$ cat src/rtl/wb_router_if.sv
// Command and data-memory bus for wb_router.
// Signal names keep the original port names so existing wiring maps one-to-one.
interface wb_router_if;
    logic       wr_valid_i;
    logic       wr_ready_o;
    logic [2:0] dst_i;
    logic [7:0] data_i;
    logic [7:0] addr_i;
    logic       mem_we_o;
    logic [7:0] mem_addr_o;
    logic [7:0] mem_wdata_o;
    logic       mem_ack_i;

    // Router side: consumes commands, drives the memory write request.
    modport slave (
        input  wr_valid_i, dst_i, data_i, addr_i, mem_ack_i,
        output wr_ready_o, mem_we_o, mem_addr_o, mem_wdata_o
    );

    // Producer/memory side, as seen from outside the router.
    modport master (
        output wr_valid_i, dst_i, data_i, addr_i, mem_ack_i,
        input  wr_ready_o, mem_we_o, mem_addr_o, mem_wdata_o
    );
endinterface

$ cat src/rtl/wb_router.sv
// Write-back router: steers the ALU result into RegA, RegB and/or data memory.
// Memory writes wait for ack with a bounded timeout and a sticky error flag.
module wb_router #(
    parameter int unsigned MEM_TIMEOUT = 15
) (
    input  logic        clk_i,
    input  logic        rst_i,
    wb_router_if.slave  bus,
    output logic [7:0]  rega_o,
    output logic [7:0]  regb_o,
    output logic        err_o,
    input  logic        err_clr_i
);
    typedef enum logic {IDLE, MEM_WAIT} state_t;

    localparam logic [7:0] CNT_LAST = 8'(MEM_TIMEOUT - 1);

    state_t     state, state_nxt;
    logic [7:0] rega, rega_nxt;
    logic [7:0] regb, regb_nxt;
    logic [7:0] addr_q, addr_nxt;
    logic [7:0] wdata_q, wdata_nxt;
    logic [7:0] cnt, cnt_nxt;
    logic       we_q, we_nxt;
    logic       err_q, err_nxt;
    logic       timeout;

    always_ff @(posedge clk_i) begin
        if (rst_i) begin
            state   <= IDLE;
            rega    <= '0;
            regb    <= '0;
            addr_q  <= '0;
            wdata_q <= '0;
            cnt     <= '0;
            we_q    <= 1'b0;
            err_q   <= 1'b0;
        end else begin
            state   <= state_nxt;
            rega    <= rega_nxt;
            regb    <= regb_nxt;
            addr_q  <= addr_nxt;
            wdata_q <= wdata_nxt;
            cnt     <= cnt_nxt;
            we_q    <= we_nxt;
            err_q   <= err_nxt;
        end
    end

    always_comb begin
        state_nxt = state;
        rega_nxt  = rega;
        regb_nxt  = regb;
        addr_nxt  = addr_q;
        wdata_nxt = wdata_q;
        cnt_nxt   = cnt;
        we_nxt    = we_q;
        timeout   = 1'b0;

        case (state)
            IDLE: begin
                if (bus.wr_valid_i) begin
                    if (bus.dst_i[0]) rega_nxt = bus.data_i;
                    if (bus.dst_i[1]) regb_nxt = bus.data_i;
                    if (bus.dst_i[2]) begin
                        addr_nxt  = bus.addr_i;
                        wdata_nxt = bus.data_i;
                        we_nxt    = 1'b1;
                        cnt_nxt   = '0;
                        state_nxt = MEM_WAIT;
                    end
                end
            end
            MEM_WAIT: begin
                // Ack takes priority, so an ack on the last allowed cycle still completes.
                if (bus.mem_ack_i) begin
                    we_nxt    = 1'b0;
                    state_nxt = IDLE;
                end else if (cnt == CNT_LAST) begin
                    we_nxt    = 1'b0;
                    timeout   = 1'b1;
                    state_nxt = IDLE;
                end else begin
                    cnt_nxt = cnt + 8'd1;
                end
            end
        endcase

        // A timeout in the same cycle as a clear leaves the flag set.
        if (timeout)        err_nxt = 1'b1;
        else if (err_clr_i) err_nxt = 1'b0;
        else                err_nxt = err_q;
    end

    assign bus.wr_ready_o  = (state == IDLE);
    assign bus.mem_we_o    = we_q;
    assign bus.mem_addr_o  = addr_q;
    assign bus.mem_wdata_o = wdata_q;
    assign rega_o          = rega;
    assign regb_o          = regb;
    assign err_o           = err_q;
endmodule

$ cat src/flat_wrapper.sv
// flat-port wrapper written by rule: the top's interface ports become plain ports
module wb_router_flat 
#(
    parameter int unsigned MEM_TIMEOUT = 15
)
  (clk_i, rst_i, rega_o, regb_o, err_o, err_clr_i, bus_wr_valid_i, bus_dst_i, bus_data_i, bus_addr_i, bus_mem_ack_i, bus_wr_ready_o, bus_mem_we_o, bus_mem_addr_o, bus_mem_wdata_o);
  wb_router_if bus_i ();
  input  logic clk_i;
  input  logic rst_i;
  output logic [7:0] rega_o;
  output logic [7:0] regb_o;
  output logic err_o;
  input  logic err_clr_i;
  input wire logic [$bits(bus_i.wr_valid_i)-1:0] bus_wr_valid_i;
  input wire logic [$bits(bus_i.dst_i)-1:0] bus_dst_i;
  input wire logic [$bits(bus_i.data_i)-1:0] bus_data_i;
  input wire logic [$bits(bus_i.addr_i)-1:0] bus_addr_i;
  input wire logic [$bits(bus_i.mem_ack_i)-1:0] bus_mem_ack_i;
  output wire logic [$bits(bus_i.wr_ready_o)-1:0] bus_wr_ready_o;
  output wire logic [$bits(bus_i.mem_we_o)-1:0] bus_mem_we_o;
  output wire logic [$bits(bus_i.mem_addr_o)-1:0] bus_mem_addr_o;
  output wire logic [$bits(bus_i.mem_wdata_o)-1:0] bus_mem_wdata_o;
  assign bus_i.wr_valid_i = bus_wr_valid_i;
  assign bus_i.dst_i = bus_dst_i;
  assign bus_i.data_i = bus_data_i;
  assign bus_i.addr_i = bus_addr_i;
  assign bus_i.mem_ack_i = bus_mem_ack_i;
  assign bus_wr_ready_o = bus_i.wr_ready_o;
  assign bus_mem_we_o = bus_i.mem_we_o;
  assign bus_mem_addr_o = bus_i.mem_addr_o;
  assign bus_mem_wdata_o = bus_i.mem_wdata_o;
  wb_router #(.MEM_TIMEOUT(MEM_TIMEOUT)) u_core (.clk_i(clk_i), .rst_i(rst_i), .bus(bus_i), .rega_o(rega_o), .regb_o(regb_o), .err_o(err_o), .err_clr_i(err_clr_i));
endmodule
$ cat config.mk
export PLATFORM = sky130hd
export DESIGN_NAME = wb_router_flat
export DESIGN_NICKNAME = d
export VERILOG_FILES = /design/src/rtl/wb_router_if.sv /design/src/rtl/wb_router.sv /design/src/flat_wrapper.sv
export SDC_FILE = /design/constraint.sdc
export NUM_CORES = 1
export LEC_CHECK = 0
export BUFFER_PORTS_ARGS = -buffer_cell sky130_fd_sc_hd__buf_2
export CAP_MARGIN = 20
export CORE_MARGIN = 8
export CORE_UTILIZATION = 49
export DETAILED_ROUTE_END_ITERATION = 8
export GPL_ROUTABILITY_DRIVEN = 0
export PLACE_DENSITY = 0.78
export SKIP_LAST_GASP = 1
export SYNTH_ARGS = -nofsm -noshare
export SYNTH_HDL_FRONTEND = slang
export SYNTH_SLANG_ARGS = --single-unit
$ cat constraint.sdc
create_clock -name clk_i -period 1.85 [get_ports clk_i]
set_input_delay 0.4625 -clock clk_i [delete_from_list [all_inputs] [get_ports clk_i]]
set_output_delay 0.4625 -clock clk_i [all_outputs]
set_load 0.005 [all_outputs]
Word level (Yosys, flattened, before mapping)
Index checks and enable logic that the tools add are counted.
- add/subtract/negate cells: 1
- equal/unequal tests: 6
- muxes and demuxes: 20
- bitwise gates (word level): 1
- reductions and logical operators: 6
- operators with widths (cell ; number):
    $mux W8 ; 4
    $pmux W8 S2 ; 1
    $mux W1 ; 13
    $reduce_and A3 Y1 ; 4
    $add A8 B1 Y8 const B ; 1
    $eq A8 B4 Y1 const B ; 1
    $ne A2 B2 Y1 const B ; 4
    $pmux W1 S2 ; 2
    $reduce_and A4 Y1 ; 1
    $ne A3 B3 Y1 const B ; 1
    $reduce_bool A2 Y1 ; 1
    $not A1 Y1 ; 1
- flip-flop bits (word level): 43
- input bits: 24
- output and inout bits: 35
- word-level logic and storage cells: 42

Depth between registers and ports, before layout
- depth in word-level cells: 5
- depth in mapped cells: 7

Worst setup path before layout
Ideal clock, no wire load.
- path kind: input-to-reg
- start: in bus_mem_ack_i
- end: reg u_core.cnt[1]
- arrival: 1.413 ns
- data required time: 1.780 ns
- setup slack: 0.366 ns
- cell stages on the path: 5
- path through: nand2b_2 > a31o_1 > buf_6 > or3_1 > a21oi_1
- word-level cells in the longest chain between the ends: 2
- ends and longest elaborated chain (element ; line ; source):
    from (decl) ; flat_wrapper.sv:18 ; input wire logic [$bits(bus_i.mem_ack_i)-1:0] bus_mem_ack_i;
    $ne A2 B2 Y1 (no line) ; n/a ;
    $reduce_and A4 Y1 (no line) ; n/a ;
    to (signal assigned) ; wb_router.sv:44 ; cnt <= cnt_nxt;
    to (decl) ; wb_router.sv:23 ; logic [7:0] cnt, cnt_nxt;
Every way passes these cells.
A chain may end at the register's enable or synchronous reset.

Worst setup path after layout
- start: reg u_core.cnt[0]
- end: reg u_core.cnt[7]
- word-level cells in the longest chain between the ends: 4
- elaborated cells on any way between the ends: 7
- those cells by class: add/sub: 1; eq/ne: 2; mux: 3; reduce/logical: 1
- ends and longest elaborated chain (element ; line ; source):
    $add A8 B1 Y8 ; wb_router.sv:84 ; cnt_nxt = cnt + 8'd1;
    $mux W8 ; wb_router.sv:79 ; end else if (cnt == CNT_LAST) begin
    $mux W8 ; wb_router.sv:76 ; if (bus.mem_ack_i) begin
    $pmux W8 S2 ; wb_router.sv:60 ; case (state)
Several ways; a longest one is shown, not always the timed one. The select of a mux whose other input is x is not followed.

==> reports/results.ini <==
[sta]
period_share_pct=89.2
min_period_ns=1.65
whs_ns=0.339
tightest_slew_ns=0.360
setup_slack_ns=0.199
finClkSkew_ns=0.000671
finalHoldViolCount=0
maxSlewHeadroom_pct=76.0
tns_ns=0
report.final.slew_viol_count=0
rsz0062_at_grt=no
setup_violations=0
fmax_mhz=606

[worst_setup_path]
start_kind=flop
critical_path_class=flop to flop
crit_arrival_ns=1.93
critPathCaptureType=flop
critPathMaxFanout=12
crit_start=u_core.cnt[0]$_SDFFE_PP0P_
reg2reg_from=u_core.cnt[0]$_SDFFE_PP0P_
critPathRequiredTime_ns=2.13

[cells_and_area]
insertedDiodeCount=0
drive_above_1_share_pct=27.4
final-seq-area_um2=861
fill_cells=349
multi_input_area_um2=764
final_nets=297
syn_to_final_growth_pct=21.6

[clock_network]
cts.sinks=43
ctsResizeCount=0
cts_buffers=5
cts_setup_buffers=0
h-tree-depth=2
clk_pin_slew_ns=0.11
cts_root_buf=clkbuf_4
cts_max_path_buffers=2
worstSkewPairLatency_ns=0.34
cts_tree=done
ctsHoldBuffers=0

[route]
drt_wl_total_um=4220
dr.pass1.iters=4
viasPerCell=5.20
drtIter0Drc=92
route.vias.total=1644
post_drt_wl_per_cell_um=13.4
final_antenna_net_count=0
route.detailed.drc=0

[global_routing]
grt_max_degree=20
grt_pass1_vias=1581
antenna_found_initial=0
grtUsageTotal_pct=16.1
grt_overflow=0
grt_first_pass_wirelength_um=7000

[synthesis]
avgSynthCellArea_um2=8.02
synthesis.area_mm2=0.00172
synth.top_cell.area_share_pct=50.2
netlist_instances=214
yosys_warnings=0
ys_seq_area_share_pct=50.2
yosys-top-cells-area=dfxtp_1 50%, a21oi_1 11%, nand2_1 11%
synth_area_leader_cell=dfxtp_1
synth_seq_cells=43
synthesis.nets=240
synth_cell_types=30

[place]
numPortBuffers=58
hpwl_um=3200
dp_slack_ns=0.120

[power]
power_leakage_nw=0.899
power_mw=1.57
powerDensity_mw_per_mm2=753
peakVddDrop_mv=0.478

[flow_run]
drv_cap=0

[die]
core_area_mm2=0.00336
die_h_um=75.2
ioPinCount=59
die_x_um=75.2
start_util_pct=51.0
die_area_mm2=0.00565
rows=21

[run_status]
outcome=complete, no violations

[hold_path]
hold_class=input pin to flop
hp-start=bus_addr_i[3]

==> kinds of logic after synthesis <==
kind of cell / share of synthesized area (%)
AND/OR/NAND/NOR: 27.6
AO/OA/AOI/OAI: 15.0
flip-flops: 50.2
buffers and inverters: 5.25
adder cells (fa/ha/maj): 1.46
multiplexers: 0.584
==> cell usage after synthesis (all sizes together) <==
master,instances
nand3,28
nor2,3
o21a,1
o31a,1
and2,3
a21oi,39
ha,2
nor2b,1
nand4,3
inv,5
a22o,1
a32oi,1
or3,4
nand3b,1
mux2i,1
a31o,1
buf,9
a31oi,3
nor4,1
nand2b,2
dfxtp,43
clkbuf,6
nor3,2
and3,2
nand2,51
==> where the power goes <==
group	leakage [nW]	total [mW]	switching, mW	internal (mW)
sequential	0.350	0.981	0.0195	0.961
clock	0.0242	0.400	0.264	0.135
combinational	0.525	0.190	0.109	0.0808
total	0.899	1.57	0.393	1.18
==> registers in the layout (all words and copies together) (netlist names) <==
signal and cells:
u_core.rega_o 8, u_core.err_o 1, u_core.bus.mem_wdata_o 8, u_core.bus.mem_we_o 1, u_core.cnt 8, u_core.regb_o 8, u_core.bus.mem_addr_o 8, u_core.state 1
==> layout make-up <==
class                      instances  area share (%)
clock buffer                       6            1.98
inverter                           5           0.900
multi-input combinational        151            36.7
sequential                        43            41.3
tap                               46            2.76
timing repair buffer              65            16.4
==> critical path, stage by stage (launching register included) <==
cell	delay, ns
dfxtp_1	0.43
inv_1	0.09
ha_1	0.22
a31o_1	0.30
or3_1	0.39
a31oi_1	0.16
==> metrics by stage <==
stage | instances | cell area, um2 | utilization (%)
CTS | 316 | 2090 | 62.0
finish | 316 | 2090 | 62.0
detailed placement | 310 | 2040 | 60.8
global placement | 310 | 2040 | 60.8
global route | 316 | 2090 | 62.0
floorplan | 214 | 1720 | -
==> path summary, 6_finish.rpt <==
kind	endpoint	slack, ns	cells past startpoint
worst min register to register	u_core.bus.mem_addr_o[6]$_SDFFE_PP0P_	0.46	2
worst min-delay path	u_core.bus.mem_addr_o[3]$_SDFFE_PP0P_	0.34	3
worst max register to register	u_core.cnt[7]$_SDFFE_PP0P_	0.20	5
worst max-delay path	u_core.cnt[7]$_SDFFE_PP0P_	0.20	5
==> cells in the final DEF (no fill, tap or decap) <==
master,count
and2_1,2
nor4_2,1
a31oi_1,3
o31a_1,1
buf_4,7
clkbuf_1,1
nor2_1,3
nand4_1,3
mux2i_1,1
inv_1,5
nand2_1,51
clkbuf_4,5
ha_1,2
nand3_1,28
nand2b_2,1
dfxtp_1,43
a21oi_1,39
or3_1,4
nor2b_1,1
nor3_1,2
and2_4,1
buf_2,58
and3_2,1
nand2b_1,1
o21a_1,1
nand3b_1,1
a32oi_1,1
and3_1,1
a22o_1,1
a31o_1,1
==> per-layer routing <==
metal / vias to the layer above / GRT usage, % / routed length, um
li1: 845 / - / -
met1: 745 / 19.4 / 1860
met2: 46 / 25.1 / 2010
met3: 8 / 4.39 / 275
met4: 0 / 8.74 / 81
met5: - / 0 / 0
Power figures use the tool's default switching activity.
